[src/rtl/i2c_arbiter.sv]
// Round-robin arbiter that shares one single-byte I2C master engine between NUM_REQ requesters.
// Handshake: a requester holds req_valid and its fields until the one-cycle req_ready pulse.
module i2c_arbiter #(
    parameter int NUM_REQ     = 4,
    parameter int TIMEOUT_CYC = 200000
) (
    input  logic                 clk,
    input  logic                 rst_n,
    input  logic [NUM_REQ-1:0]   req_valid,
    output logic [NUM_REQ-1:0]   req_ready,
    input  logic [NUM_REQ-1:0]   req_rw,
    input  logic [7*NUM_REQ-1:0] req_addr,
    input  logic [8*NUM_REQ-1:0] req_wdata,
    output logic [NUM_REQ-1:0]   rsp_valid,
    output logic [7:0]           rsp_rdata,
    output logic                 rsp_nack,
    output logic                 rsp_timeout,
    output logic                 busy,
    output logic                 m_req,
    output logic                 m_rw,
    output logic [6:0]           m_addr,
    output logic [7:0]           m_wdata,
    input  logic [7:0]           m_rdata,
    input  logic                 m_done,
    input  logic                 m_ack_err
);
    localparam int PTR_W = $clog2(NUM_REQ);
    localparam int WD_W  = (TIMEOUT_CYC > 0) ? $clog2(TIMEOUT_CYC + 1) : 1;
    localparam logic [WD_W-1:0] WD_LAST = WD_W'((TIMEOUT_CYC > 0) ? TIMEOUT_CYC - 1 : 0);
    localparam logic [WD_W-1:0] WD_MAX  = '1;

    typedef enum logic [2:0] {
        S_IDLE, S_ISSUE, S_WAIT, S_RESP, S_DONE_LOW, S_DRAIN
    } state_e;

    state_e               state_q;
    logic [PTR_W-1:0]     rr_ptr_q, rr_ptr_d;
    logic [PTR_W-1:0]     owner_q;
    logic                 rw_q;
    logic [6:0]           addr_q;
    logic [7:0]           wdata_q;
    logic [WD_W-1:0]      wd_cnt_q;
    logic                 done_q;
    logic                 drain_q;
    logic                 m_req_q;
    logic                 busy_q;
    logic [NUM_REQ-1:0]   rsp_valid_q;
    logic [7:0]           rsp_rdata_q;
    logic                 rsp_nack_q;
    logic                 rsp_timeout_q;

    logic                 any_valid;
    logic [PTR_W-1:0]     grant_idx;
    logic [NUM_REQ-1:0]   owner_oh;
    logic                 done_rise;
    logic                 wd_expired;

    // First requester at or above rr_ptr, wrapping at NUM_REQ.
    always_comb begin
        int j;
        logic [PTR_W-1:0] idx;
        any_valid = 1'b0;
        grant_idx = '0;
        j         = 0;
        idx       = '0;
        for (int i = 0; i < NUM_REQ; i++) begin
            j = int'(rr_ptr_q) + i;
            if (j >= NUM_REQ) j = j - NUM_REQ;
            idx = PTR_W'(j);
            if (!any_valid && req_valid[idx]) begin
                any_valid = 1'b1;
                grant_idx = idx;
            end
        end
        rr_ptr_d = (grant_idx == PTR_W'(NUM_REQ - 1)) ? '0 : grant_idx + 1'b1;
    end

    always_comb begin
        req_ready = '0;
        if (rst_n && state_q == S_IDLE && any_valid) req_ready[grant_idx] = 1'b1;
    end

    assign owner_oh   = NUM_REQ'(1) << owner_q;
    assign done_rise  = m_done & ~done_q;
    assign wd_expired = (TIMEOUT_CYC != 0) && (wd_cnt_q == WD_LAST);

    always_ff @(posedge clk or negedge rst_n) begin
        if (!rst_n) begin
            state_q       <= S_IDLE;
            rr_ptr_q      <= '0;
            owner_q       <= '0;
            rw_q          <= 1'b0;
            addr_q        <= '0;
            wdata_q       <= '0;
            wd_cnt_q      <= '0;
            done_q        <= 1'b0;
            drain_q       <= 1'b0;
            m_req_q       <= 1'b0;
            busy_q        <= 1'b0;
            rsp_valid_q   <= '0;
            rsp_rdata_q   <= '0;
            rsp_nack_q    <= 1'b0;
            rsp_timeout_q <= 1'b0;
        end else begin
            done_q      <= m_done;
            rsp_valid_q <= '0;
            case (state_q)
                S_IDLE: begin
                    if (any_valid) begin
                        owner_q  <= grant_idx;
                        rw_q     <= req_rw[grant_idx];
                        addr_q   <= req_addr[7*grant_idx +: 7];
                        wdata_q  <= req_wdata[8*grant_idx +: 8];
                        busy_q   <= 1'b1;
                        rr_ptr_q <= rr_ptr_d;
                        state_q  <= S_ISSUE;
                    end else begin
                        busy_q <= 1'b0;
                    end
                end
                S_ISSUE: begin
                    m_req_q  <= 1'b1;
                    wd_cnt_q <= '0;
                    drain_q  <= 1'b0;
                    state_q  <= S_WAIT;
                end
                S_WAIT: begin
                    if (wd_cnt_q != WD_MAX) wd_cnt_q <= wd_cnt_q + 1'b1;
                    if (done_rise) begin
                        m_req_q       <= 1'b0;
                        rsp_rdata_q   <= m_rdata;
                        rsp_nack_q    <= m_ack_err;
                        rsp_timeout_q <= 1'b0;
                        rsp_valid_q   <= owner_oh;
                        state_q       <= S_RESP;
                    end else if (wd_expired) begin
                        m_req_q       <= 1'b0;
                        rsp_rdata_q   <= '0;
                        rsp_nack_q    <= 1'b0;
                        rsp_timeout_q <= 1'b1;
                        rsp_valid_q   <= owner_oh;
                        drain_q       <= 1'b1;
                        state_q       <= S_RESP;
                    end
                end
                S_RESP: begin
                    state_q <= drain_q ? S_DRAIN : S_DONE_LOW;
                end
                S_DONE_LOW: begin
                    if (!m_done) begin
                        busy_q  <= 1'b0;
                        state_q <= S_IDLE;
                    end
                end
                S_DRAIN: begin
                    // Level test: done high here can only have risen after expiry, even if during RESP.
                    if (m_done) state_q <= S_DONE_LOW;
                end
                default: state_q <= S_IDLE;
            endcase
        end
    end

    assign rsp_valid   = rsp_valid_q;
    assign rsp_rdata   = rsp_rdata_q;
    assign rsp_nack    = rsp_nack_q;
    assign rsp_timeout = rsp_timeout_q;
    assign busy        = busy_q;
    assign m_req       = m_req_q;
    assign m_rw        = rw_q;
    assign m_addr      = addr_q;
    assign m_wdata     = wdata_q;
endmodule

[config.mk]
export PLATFORM = sky130hd
export DESIGN_NAME = i2c_arbiter
export DESIGN_NICKNAME = d
export VERILOG_FILES = /design/src/rtl/i2c_arbiter.sv
export SDC_FILE = /design/constraint.sdc
export NUM_CORES = 1
export LEC_CHECK = 0
export CAP_MARGIN = 20
export CORE_ASPECT_RATIO = 1.1
export CORE_MARGIN = 1
export CORE_UTILIZATION = 48
export CTS_CLUSTER_DIAMETER = 60
export DETAILED_ROUTE_END_ITERATION = 16
export GPL_TIMING_DRIVEN = 0
export PLACE_DENSITY = 0.95
export SLEW_MARGIN = 40
export SYNTH_ARGS = -nofsm -noshare
export SYNTH_HDL_FRONTEND = slang
export SYNTH_SLANG_ARGS = --single-unit
[constraint.sdc]
create_clock -name clk -period 5.4 [get_ports clk]
set_input_delay 1.08 -clock clk [delete_from_list [all_inputs] [get_ports clk]]
set_output_delay 1.08 -clock clk [all_outputs]
set_load 0.05 [all_outputs]
==> results.py <==
metrics = {
    "die": {
        "die_area_um2": 6760,
        "io_pins": 116,
        "num_rows": 30,
        "initial_core_util_pct": 49.9,
        "die_y_um": 86.2,
        "die_w_um": 78.5,
        "coreArea_um2": 6190,
    },
    "sta": {
        "fin_hold_ws_ns": 0.479,
        "relSlewSlack_pct": 54.7,
        "worst_pin_slew_ns": 0.676,
        "finalSetupViolations": 0,
        "grt_setup_unrepaired": "no",
        "min_period_ns": 5.12,
        "clock_skew_ns": 0.0124,
        "fmax_mhz": 195,
        "drv_slew": 0,
        "setup_ws_ns": 0.277,
        "finalCritPeriodShare_pct": 94.9,
        "final_hold_viol_count": 0,
    },
    "global_route": {
        "grt_max_degree": 46,
        "grtUsageMet1_pct": 33.4,
        "antenna_found_initial": 0,
        "gr-usage-met3_pct": 6.28,
        "grt_use_met2_pct": 48.4,
        "top_usage_layer": "met2",
        "first_global_vias": 3032,
        "grtUsageTotal_pct": 28.8,
        "grt_pass1_wl_mm": 14.6,
        "grt-ovfl-total": 0,
    },
    "setup_path": {
        "cp_common_cell": "clkdlybuf4s50_1",
        "worst-setup-path-type": "in -> out",
        "crit_chain": "clkdlybuf4s50_1 > mux2i_1 > and2_1 > nor3_1 > buf_2 > inv_1 > ha_1 > and3_1 > clkdlybuf4s50_1",
        "path_max_fanout": 11,
        "worstPathRequired_ns": 4.32,
        "critical_path_arrival_ns": 4.04,
        "worstSetupStartpointType": "input pin",
        "end_kind": "primary output",
        "slowest_delay_ns": 0.71,
        "slowest_stage": "clkdlybuf4s50_1",
    },
    "synthesis": {
        "yosysUniqueCellTypes": 47,
        "synth_xor_area_share_pct": 0.850,
        "synth_edf_count": 0,
        "synth_simple_gate_area_share_pct": 18.5,
        "synth-compound-area-share_pct": 15.9,
        "ys_warn_count": 0,
        "synth_top_family_by_area": "simple AND/OR/NAND/NOR gates",
        "syn_inst": 299,
        "netlist_top_cells_area": "dfrtp_1 48%, mux2i_1 12%, nand2_1 5.5%",
        "synth_seq_cells": 59,
        "yosysTopAreaCellShare_pct": 47.8,
        "syn_nets": 384,
        "yosysMostFrequentCell": "dfrtp_1",
        "yosys-mux-area-fraction_pct": 11.7,
        "synthArstFlopShare_pct": 100,
        "syn_avg_cell_area_um2": 10.3,
        "synth_common_cells": "59 x dfrtp_1, 45 x nand2_1, 36 x mux2i_1",
        "synth_flop_cell": "dfrtp_1",
        "synthAdderAreaFrac_pct": 2.02,
        "seq_area_frac_synth_pct": 47.8,
        "synth.largest_area_cell": "dfrtp_1",
        "syn_area_um2": 3090,
    },
    "clock_tree": {
        "numCtsBuffers": 9,
        "cts_sinks": 59,
        "clk_path_buf_depth": 2,
        "postCtsSetupBuffers": 0,
        "cts_root_buffer": "clkbuf_8",
        "ctsResizeCount": 0,
        "cts-hold-fix-buffers": 0,
        "h-tree-depth": 3,
        "clkLatencyLatePin_ns": 0.34,
        "clk_pin_slew_ns": 0.07,
        "cts_tree": "yes",
    },
    "placed_design": {
        "dp_hpwl_mm": 6.85,
        "gp_congestion": 0.845,
        "io_buffer_count": 115,
        "pre_cts_ws_ns": 0.276,
        "dp_cells": 495,
    },
    "power_and_ir_drop": {
        "swShare_pct": 47.6,
        "power.net_switching_uw": 1130,
        "power_leakage_uw": 0.00197,
        "p_comb_share_pct": 57.1,
        "p_clk_share_pct": 14.3,
        "ir_drop_mv": 0.503,
        "p_total_uw": 2380,
        "cellPowerDensity_nw_per_um2": 527,
        "seq_power_share_pct": 28.6,
        "intPower_uw": 1250,
    },
    "cells_and_area": {
        "num_antenna_cells": 0,
        "layout.cells.non_filler": 510,
        "drive_gt1_share_pct": 6.74,
        "area_delta_synth_final_pct": 46.2,
        "fin_nets": 511,
    },
    "job": {
        "max_cap_violations": 0,
    },
    "detailed_routing": {
        "wl_per_cell_um": 18.3,
        "vias": 3017,
        "drt_iter0_drc": 252,
        "drc": 0,
        "drt-pass1-iter-count": 5,
        "drtAntennaViolNets": 0,
        "viasPerCell": 5.92,
        "routed_wirelength_mm": 9.34,
    },
    "worst_hold_path": {
        "holdCritPathClass": "reg -> reg",
    },
    "status": {
        "status": "finished, final reports clean",
    },
}
## layout make-up
type                            instances  area (µm²)
Clock buffer                           12         145
Inverter                                7        26.3
Fill cell                             416        1670
Clock inverter                          3        15.0
Timing Repair Buffer                  116        1170
Sequential cell                        59        1480
Multi-Input combinational cell        218        1510
Tap cell                               80         100
Buffer                                 15        73.8
## cells by family after synthesis
group,after synthesis
XOR/XNOR,3
flip-flops,59
AO/OA/AOI/OAI,62
multiplexers,36
AND/OR/NAND/NOR,112
adder cells (fa/ha/maj),5
buffers and inverters,22
## critical path, delay by kind of cell
kind	cells	cell delay [ns]
buffers and inverters	4	1.81
and+or+nand+nor	3	0.84
muxes	1	0.10
adders and majority gates	1	0.22
## metal layers
layer / routed length (µm) / part of all wire [%] / vias to the layer above
li1: - / - / 1370
met1: 3720 / 40 / 1478
met2: 4760 / 51 / 136
met3: 452 / 4.8 / 33
met4: 397 / 4.3 / 0
met5: 0 / 0 / -
## path summary, 6_finish.rpt
check / from / end / slack (ns) / cells past startpoint
max reg2reg: rr_ptr_q[1] / m_addr[3] / 2.98 / 8
min: owner_q[1] / rsp_valid[0] / 0.48 / 1
max in group asynchronous: rst_n / drain_q / 4.28 / 2
min in group asynchronous: rst_n / rr_ptr_q[1] / 0.61 / 1
min reg2reg: owner_q[1] / rsp_valid[0] / 0.48 / 1
max: req_valid[3] / req_ready[0] / 0.28 / 9
## cells in the final DEF, fill, tap and decap left out, types with 5 or more instances in the layout
master,netlist,final
nand4_1,6,6
clkbuf_1,8,10
clkbuf_8,0,10
dfrtp_1,59,59
nand2b_1,6,6
nand3_1,9,9
a21oi_1,8,8
clkdlybuf4s50_1,0,114
o221ai_1,16,16
o21ai_0,5,5
nor3_1,10,10
mux2i_1,36,36
inv_1,7,7
nor2_1,11,11
nand2_1,45,45
a22o_1,9,9
ha_1,5,5
## metrics by stage
stage | util, % | area (µm²) | setup TNS (ns)
2_1_floorplan | - | 3090 | 0
3_3_place_gp | 70.1 | 4340 | -1.37
3_5_place_dp | 70.4 | 4360 | 0
4_1_cts | 73.0 | 4520 | 0
5_1_grt | 73.0 | 4520 | 0
6_report | 73.0 | 4520 | 0
## registers in the layout, indices dropped and copies added, names as in the netlist
signal,cells
busy,1
wd_cnt_q,18
rsp_timeout,1
m_req,1
owner_q,2
rsp_nack,1
rsp_rdata,8
m_addr,7
state_q,3
m_rw,1
m_wdata,8
rsp_valid,4
rr_ptr_q,2
drain_q,1
done_q,1
## power by group through the flow
stage	clock [µW]	combinational (µW)	sequential, µW
after floorplan	0	520	1030
after CTS	343	1350	678
final	340	1360	682
after detailed placement	0	1340	679
after global placement	0	1290	677
after global routing	367	1430	697
(Power assumes the default switching activity.)
